===== src/rtl/fetch_unit_if.sv =====
// ============================================================================
// Module      : fetch_unit_if
// Description : Instruction-memory request/response bundle used by the fetch
//               unit. The request (imem_req/imem_addr) is held stable until a
//               clock edge samples imem_ready=1.
//   imem_req   : fetch request (fetch -> memory)
//   imem_addr  : fetch address (fetch -> memory)
//   imem_ready : memory returns data this cycle (memory -> fetch)
//   imem_rdata : instruction word, valid with imem_ready (memory -> fetch)
// Revision    : 1.0 - initial release
// ============================================================================
`default_nettype none

interface fetch_unit_if;
  logic        imem_req;
  logic [31:0] imem_addr;
  logic        imem_ready;
  logic [31:0] imem_rdata;

  modport master (
    output imem_req,
    output imem_addr,
    input  imem_ready,
    input  imem_rdata
  );

  modport slave (
    input  imem_req,
    input  imem_addr,
    output imem_ready,
    output imem_rdata
  );
endinterface

`default_nettype wire


===== src/rtl/fetch_unit.sv =====
// ============================================================================
// Module      : fetch_unit
// Description : IF-stage fetch unit. Owns the program counter, issues requests
//               to instruction memory and hands PC_F / Instr_F / PC_Plus4_F to
//               the IF->ID register. Absorbs memory latency, hazard stalls and
//               decode-stage redirects.
//   clk, reset  : clock, synchronous active-high reset
//   StallF      : hazard-unit stall
//   PCSrcD      : decode-stage redirect request
//   PCBranchD   : redirect target (bits [1:0] dropped)
//   imem        : instruction-memory request/response bundle (master side)
//   PC_F        : current PC
//   PC_Plus4_F  : PC_F + 4 (wraps)
//   Instr_F     : fetched instruction, 0 when FetchValid=0
//   FetchValid  : Instr_F is a real instruction for PC_F
//   ImemStallF  : fetch is not delivering this cycle
// Revision    : 1.0 - initial release
// ============================================================================
`default_nettype none

module fetch_unit #(
  parameter logic [31:0] RESET_PC = 32'h0000_0000
) (
  input  logic         clk,
  input  logic         reset,
  input  logic         StallF,
  input  logic         PCSrcD,
  input  logic [31:0]  PCBranchD,
  fetch_unit_if.master imem,
  output logic [31:0]  PC_F,
  output logic [31:0]  PC_Plus4_F,
  output logic [31:0]  Instr_F,
  output logic         FetchValid,
  output logic         ImemStallF
);

  typedef enum logic [1:0] {
    S_REQ   = 2'd0,  // request outstanding for r_pc
    S_HOLD  = 2'd1,  // word captured in r_buf, waiting for StallF to drop
    S_DRAIN = 2'd2   // old request still in flight, redirect pending in r_tgt
  } state_t;

  localparam logic [31:0] c_ALIGN_MASK = 32'hFFFF_FFFC;

  state_t      r_state, w_state_nxt;
  logic [31:0] r_pc,    w_pc_nxt;
  logic [31:0] r_buf,   w_buf_nxt;
  logic [31:0] r_tgt,   w_tgt_nxt;

  logic        w_redir;
  logic [31:0] w_br_aligned;
  logic [31:0] w_pc_inc;
  logic        w_req;
  logic        w_valid;
  logic [31:0] w_instr;
  logic        w_istall;

  // A stall blocks the redirect; the branch will be re-presented later.
  assign w_redir      = PCSrcD & ~StallF;
  assign w_br_aligned = PCBranchD & c_ALIGN_MASK;
  assign w_pc_inc     = r_pc + 32'd4;

  always_ff @(posedge clk) begin
    if (reset) begin
      r_state <= S_REQ;
      r_pc    <= RESET_PC & c_ALIGN_MASK;
      r_buf   <= 32'h0;
      r_tgt   <= 32'h0;
    end else begin
      r_state <= w_state_nxt;
      r_pc    <= w_pc_nxt;
      r_buf   <= w_buf_nxt;
      r_tgt   <= w_tgt_nxt;
    end
  end

  always_comb begin
    w_state_nxt = r_state;
    w_pc_nxt    = r_pc;
    w_buf_nxt   = r_buf;
    w_tgt_nxt   = r_tgt;
    w_req       = 1'b0;
    w_valid     = 1'b0;
    w_instr     = 32'h0;
    w_istall    = 1'b0;

    unique case (r_state)
      S_REQ: begin
        w_req = 1'b1;
        if (imem.imem_ready) begin
          w_valid = 1'b1;
          w_instr = imem.imem_rdata;
          if (StallF) begin
            w_buf_nxt   = imem.imem_rdata;
            w_state_nxt = S_HOLD;
          end else if (PCSrcD) begin
            w_pc_nxt = w_br_aligned;
          end else begin
            w_pc_nxt = w_pc_inc;
          end
        end else begin
          w_istall = 1'b1;
          // The address must not change while the request is pending, so the
          // redirect is parked until the in-flight word comes back.
          if (w_redir) begin
            w_tgt_nxt   = w_br_aligned;
            w_state_nxt = S_DRAIN;
          end
        end
      end

      S_HOLD: begin
        w_valid = 1'b1;
        w_instr = r_buf;
        if (!StallF) begin
          w_pc_nxt    = PCSrcD ? w_br_aligned : w_pc_inc;
          w_state_nxt = S_REQ;
        end
      end

      S_DRAIN: begin
        w_req    = 1'b1;
        w_istall = 1'b1;
        if (w_redir) begin
          w_tgt_nxt = w_br_aligned;
        end
        if (imem.imem_ready) begin
          // Returned word belongs to the abandoned path and is discarded.
          w_pc_nxt    = w_redir ? w_br_aligned : r_tgt;
          w_state_nxt = S_REQ;
        end
      end

      default: begin
        w_state_nxt = S_REQ;
      end
    endcase

    // Nothing is requested or delivered while reset is held.
    if (reset) begin
      w_req    = 1'b0;
      w_valid  = 1'b0;
      w_instr  = 32'h0;
      w_istall = 1'b0;
    end
  end

  assign imem.imem_req  = w_req;
  assign imem.imem_addr = r_pc;
  assign PC_F           = r_pc;
  assign PC_Plus4_F     = w_pc_inc;
  assign Instr_F        = w_instr;
  assign FetchValid     = w_valid;
  assign ImemStallF     = w_istall;

endmodule

`default_nettype wire


===== src/flat_wrapper.sv =====
// flat-port wrapper written by rule: the top's interface ports become plain ports
module fetch_unit_flat 
#(
  parameter logic [31:0] RESET_PC = 32'h0000_0000
)
  (clk, reset, StallF, PCSrcD, PCBranchD, PC_F, PC_Plus4_F, Instr_F, FetchValid, ImemStallF, imem_imem_req, imem_imem_addr, imem_imem_ready, imem_imem_rdata);
  fetch_unit_if imem_i ();
  input  logic clk;
  input  logic reset;
  input  logic StallF;
  input  logic PCSrcD;
  input  logic [31:0] PCBranchD;
  output logic [31:0] PC_F;
  output logic [31:0] PC_Plus4_F;
  output logic [31:0] Instr_F;
  output logic FetchValid;
  output logic ImemStallF;
  output wire logic [$bits(imem_i.imem_req)-1:0] imem_imem_req;
  output wire logic [$bits(imem_i.imem_addr)-1:0] imem_imem_addr;
  input wire logic [$bits(imem_i.imem_ready)-1:0] imem_imem_ready;
  input wire logic [$bits(imem_i.imem_rdata)-1:0] imem_imem_rdata;
  assign imem_imem_req = imem_i.imem_req;
  assign imem_imem_addr = imem_i.imem_addr;
  assign imem_i.imem_ready = imem_imem_ready;
  assign imem_i.imem_rdata = imem_imem_rdata;
  fetch_unit #(.RESET_PC(RESET_PC)) u_core (.clk(clk), .reset(reset), .StallF(StallF), .PCSrcD(PCSrcD), .PCBranchD(PCBranchD), .imem(imem_i), .PC_F(PC_F), .PC_Plus4_F(PC_Plus4_F), .Instr_F(Instr_F), .FetchValid(FetchValid), .ImemStallF(ImemStallF));
endmodule

===== config.mk =====
export PLATFORM = sky130hd
export DESIGN_NAME = fetch_unit_flat
export DESIGN_NICKNAME = d
export VERILOG_FILES = /design/src/rtl/fetch_unit_if.sv /design/src/rtl/fetch_unit.sv /design/src/flat_wrapper.sv
export SDC_FILE = /design/constraint.sdc
export NUM_CORES = 1
export LEC_CHECK = 0
export BUFFER_PORTS_ARGS = -buffer_cell sky130_fd_sc_hd__buf_2
export CAP_MARGIN = 15
export CORE_MARGIN = 2
export CORE_UTILIZATION = 35
export CTS_BUF_LIST = sky130_fd_sc_hd__clkbuf_4 sky130_fd_sc_hd__clkbuf_8
export DETAILED_ROUTE_END_ITERATION = 7
export HOLD_SLACK_MARGIN = 0.08
export SKIP_LAST_GASP = 1
export SLEW_MARGIN = 20
export SYNTH_ARGS = -nofsm -noshare
export SYNTH_HDL_FRONTEND = slang
export SYNTH_SLANG_ARGS = --single-unit

===== constraint.sdc =====
create_clock -name clk -period 6.35 [get_ports clk]
set_clock_uncertainty 0.15 [all_clocks]
set_input_delay 0.635 -clock clk [delete_from_list [all_inputs] [get_ports clk]]
set_output_delay 0.635 -clock clk [all_outputs]
set_load 0.1 [all_outputs]

==> summary.md <==
| Metric | Value |
|---|---|
| HPWL after detailed placement | between 10 and 15 mm |
| Post-Syn Area | about 5600 um^2 |
| Clock tree from TritonCTS | done |
| Startpoint Class | flip-flop |
| Number of pins with negative max-slew slack in the final report | 0 |
| Worst setup path endpoint | PC_Plus4_F[26] |
| Overflow after GRT | 0 |
| Layout Cells excl Fill | 1116 |
| Die extent in x | 130 um |
| Total CTS buffers | 9 |
| Data arrival time of the critical path | roughly 3.1 ns |
| Relative contribution of combinational cells to total power | 0.372 |
| Number of sinks handled by clock tree synthesis | 98 |
| Standard cell core area | 15700 um^2 |
| Worst Path Class, Setup | reg2out |
| Maximum fanout along the worst path | 10 |
| Post-placement setup slack | 2.94 ns |
| Port Buffer Count | slightly below 200 |
| Number of instances in the synthesized netlist | approximately 770 |
| Share of power burned in the clock network | 0.253 |
| Initial DRT Pass Iterations | 5 |
| First-pass GRT wire length | 27.5 mm |
| Total global-route track usage | 0.205 |
| Initial antenna violation count | 1 |
| Post-synthesis cell type count | 58 |
| Post-layout nets | roughly 960 |
| #FFs+latches synth | 98 |
| Number of levels in the clock H-tree | 3 |
| Worst setup path start | u_core.PC_F[4] |
| Capture instance of the worst register-to-register path | u_core.PC_F[30] |
| Hold/Removal Path Class | reg2reg |
| Post-Place Cells | between 1000 and 1500 |
| Slew of the pin with the lowest slew margin | 0.966 ns |
| Critical path required time | 5.56 ns |
| Area growth from synthesis to final layout | 19.7% |
| Number of cell instances on the worst register-to-register path | 5 |
| Final critical-path share of the clock period | 0.606 |
| Rows | 46 |
| Reg clk slew, reported paths | 0.10 ns |
| Aggregate negative setup slack | 0 ns |
| Final Hold Fails | 0 |
| Sequential share of the synthesized area | 0.351 |
| Share of synthesized flip-flops with an asynchronous set or reset | 0 |
| Share of Yosys cell area claimed by the top area cell type | 0.351 |
| Pwr dens | 275 nW/um^2 |
| Worst slack on hold paths | a little over 0.3 ns |
| Maximum number of pins on one net before global-route repair | 66 |
| Buffer levels on the longest clock path | 2 |
| YS warnings | 0 |
| Total Wirelength | 17.9 mm |
| Placer congestion estimate | about 0.83 |
| Starting Density | 0.355 |
| Power Internal | 1000 uW |
| Maximum clock rate | 260 MHz |
| Number of hold buffers added after CTS | 0 |
| Final cell utilization of the core | 0.425 |
| Maximum vdd ir drop | 0.0923 mV |
| Leakage power | 0.00294 uW |
| Synth area leader | sky130_fd_sc_hd__dfxtp_1 |
| Net switching share of the total power | 0.456 |
| Routed length per placed instance | 16.0 um |
| Area contributors post-synth | sky130_fd_sc_hd__dfxtp_1 35%, sky130_fd_sc_hd__nand2_1 11%, sky130_fd_sc_hd__a21oi_1 7.2% |
| Number of gates given a new drive strength after cts | 0 |
| Clock root buffer | sky130_fd_sc_hd__clkbuf_8 |
| Slew headroom | 0.355 |
| Number of global-route vias before repair | 5111 |
| Leading cell type in the layout, fill and taps excluded | sky130_fd_sc_hd__buf_2 |
| Number of nets with antenna violations after detailed routing | 0 |
| Number of DRC markers in iteration 0 | about 410 |
| # fillers | 1700 |
| Routed via count | 5863 |
| Final setup vio count | 0 |
| Remaining design rule violation count | 0 |
| Startpoint of the worst register-to-register path | u_core.PC_F[4] |
| Overall die area | 17000 um^2 |
| Fraction of final layout cells with drive strength greater than 1 | 0.263 |
| Via/cell ratio | between 5 and 6 |
| Number of flops mapped to enable cells by yosys | 0 |
| Min setup slack post-route | 2.50 ns |
| Net load switching power | 839 uW |
| Reg-to-reg slack, setup | 3.70 ns |
| Most used DFF post-synth | sky130_fd_sc_hd__dfxtp_1 |
| Max Cap Violations | 0 |
| Post-route minimum period | 3.85 ns |
| Mean Syn Cell Area | a little over 7 um^2 |
| Number of I/O pins | 200 |
| Height of the die | 130 um |
| Share of power burned in registers | 0.375 |
| Clock network latency to the later pin of the worst-skew pair | 0.38 ns |
| Leading cell types in the layout, fill and taps excluded | 197 x sky130_fd_sc_hd__buf_2, 163 x sky130_fd_sc_hd__nand2_1, 98 x sky130_fd_sc_hd__dfxtp_1 |
| Setup repair bufs after CTS | 0 |
| RSZ-0062 raised after global routing | false |
| Status | finished, final reports clean |
| Sort of element at the end of the critical path | primary output |
| Synthesized net count | 837 |
-- critical path: stages, from the launching register on --
cell and delay (ns):
sky130_fd_sc_hd__dfxtp_1 0.49, sky130_fd_sc_hd__and4_1 0.51, sky130_fd_sc_hd__nand4_1 0.31, sky130_fd_sc_hd__nor3_1 0.51, sky130_fd_sc_hd__and3_1 0.28, sky130_fd_sc_hd__xor2_1 0.14, sky130_fd_sc_hd__buf_2 0.44
-- cell families after synthesis --
family,synth area share
fa+ha+maj,0.00224
flops,0.351
simple gates,0.255
compound gates,0.253
xor+xnor,0.0424
buf+inv,0.0955
-- how the worst min path moves through the flow --
stage          depth (start not counted)                to  slack, ns              from
2_1_floorplan                          2   u_core.r_tgt[2]       0.29   u_core.r_tgt[2]
3_3_place_gp                           2  u_core.r_tgt[15]       0.29  u_core.r_tgt[15]
3_5_place_dp                           2   u_core.r_tgt[6]       0.30   u_core.r_tgt[6]
4_1_cts                                2  u_core.r_tgt[15]       0.31  u_core.r_tgt[15]
5_1_grt                                2  u_core.r_buf[16]       0.33  u_core.r_buf[16]
6_report                               2   u_core.r_buf[5]       0.31   u_core.r_buf[5]
-- flip-flops by register name (all words and copies together), names as in the netlist --
name            count
u_core.r_state      2
u_core.r_tgt       32
u_core.PC_F        32
u_core.r_buf       32
-- per-layer routing --
metal | part of all wire | GRT usage | vias up
met5 | 0 | 0 | -
met4 | 0.015 | 0.0658 | 0
met3 | 0.077 | 0.0463 | 18
met2 | 0.44 | 0.317 | 225
met1 | 0.46 | 0.284 | 2690
li1 | - | - | 2930
-- power by group through the flow --
stage          logic, uW  registers [uW]  clock network [uW]
6_report             684             689                 465
5_1_grt              717             696                 501
4_1_cts              686             689                 478
3_5_place_dp         685             703                   0
3_3_place_gp         683             703                   0
2_1_floorplan        476             801                   0
-- metrics by stage --
step | cell area, um^2 | power, uW
after floorplan | 5580 | 1280
after global placement | 6450 | 1390
after detailed placement | 6450 | 1390
after CTS | 6680 | 1850
after global routing | 6680 | 1910
final | 6680 | 1840
-- cells in the mapped netlist, types with 7 or more instances --
library cell	n
sky130_fd_sc_hd__a211oi_1	9
sky130_fd_sc_hd__a21oi_1	80
sky130_fd_sc_hd__a221oi_1	15
sky130_fd_sc_hd__a22oi_1	34
sky130_fd_sc_hd__buf_4	34
sky130_fd_sc_hd__clkbuf_1	52
sky130_fd_sc_hd__dfxtp_1	98
sky130_fd_sc_hd__inv_1	10
sky130_fd_sc_hd__nand2_1	164
sky130_fd_sc_hd__nand3_1	13
sky130_fd_sc_hd__nand4_1	12
sky130_fd_sc_hd__nor2_1	80
sky130_fd_sc_hd__nor3_1	18
sky130_fd_sc_hd__nor4_1	7
sky130_fd_sc_hd__o211ai_1	11
sky130_fd_sc_hd__o21a_1	7
sky130_fd_sc_hd__o21ai_0	9
sky130_fd_sc_hd__o22ai_1	7
sky130_fd_sc_hd__xnor2_1	15
sky130_fd_sc_hd__xor2_1	12
-- area by class of cell --
cell class,count,area (um^2),share of cell area
clock buffers,11,145,0.0217
multi-input cells,565,3100,0.464
inverters,10,37.5,0.00562
flip-flops and latches,98,1960,0.294
well taps,216,270,0.0404
diodes,1,2.50,0.000375
repair buffers,210,1080,0.162
clock inverters,5,77.6,0.0116
Power figures use the tool's default switching activity.
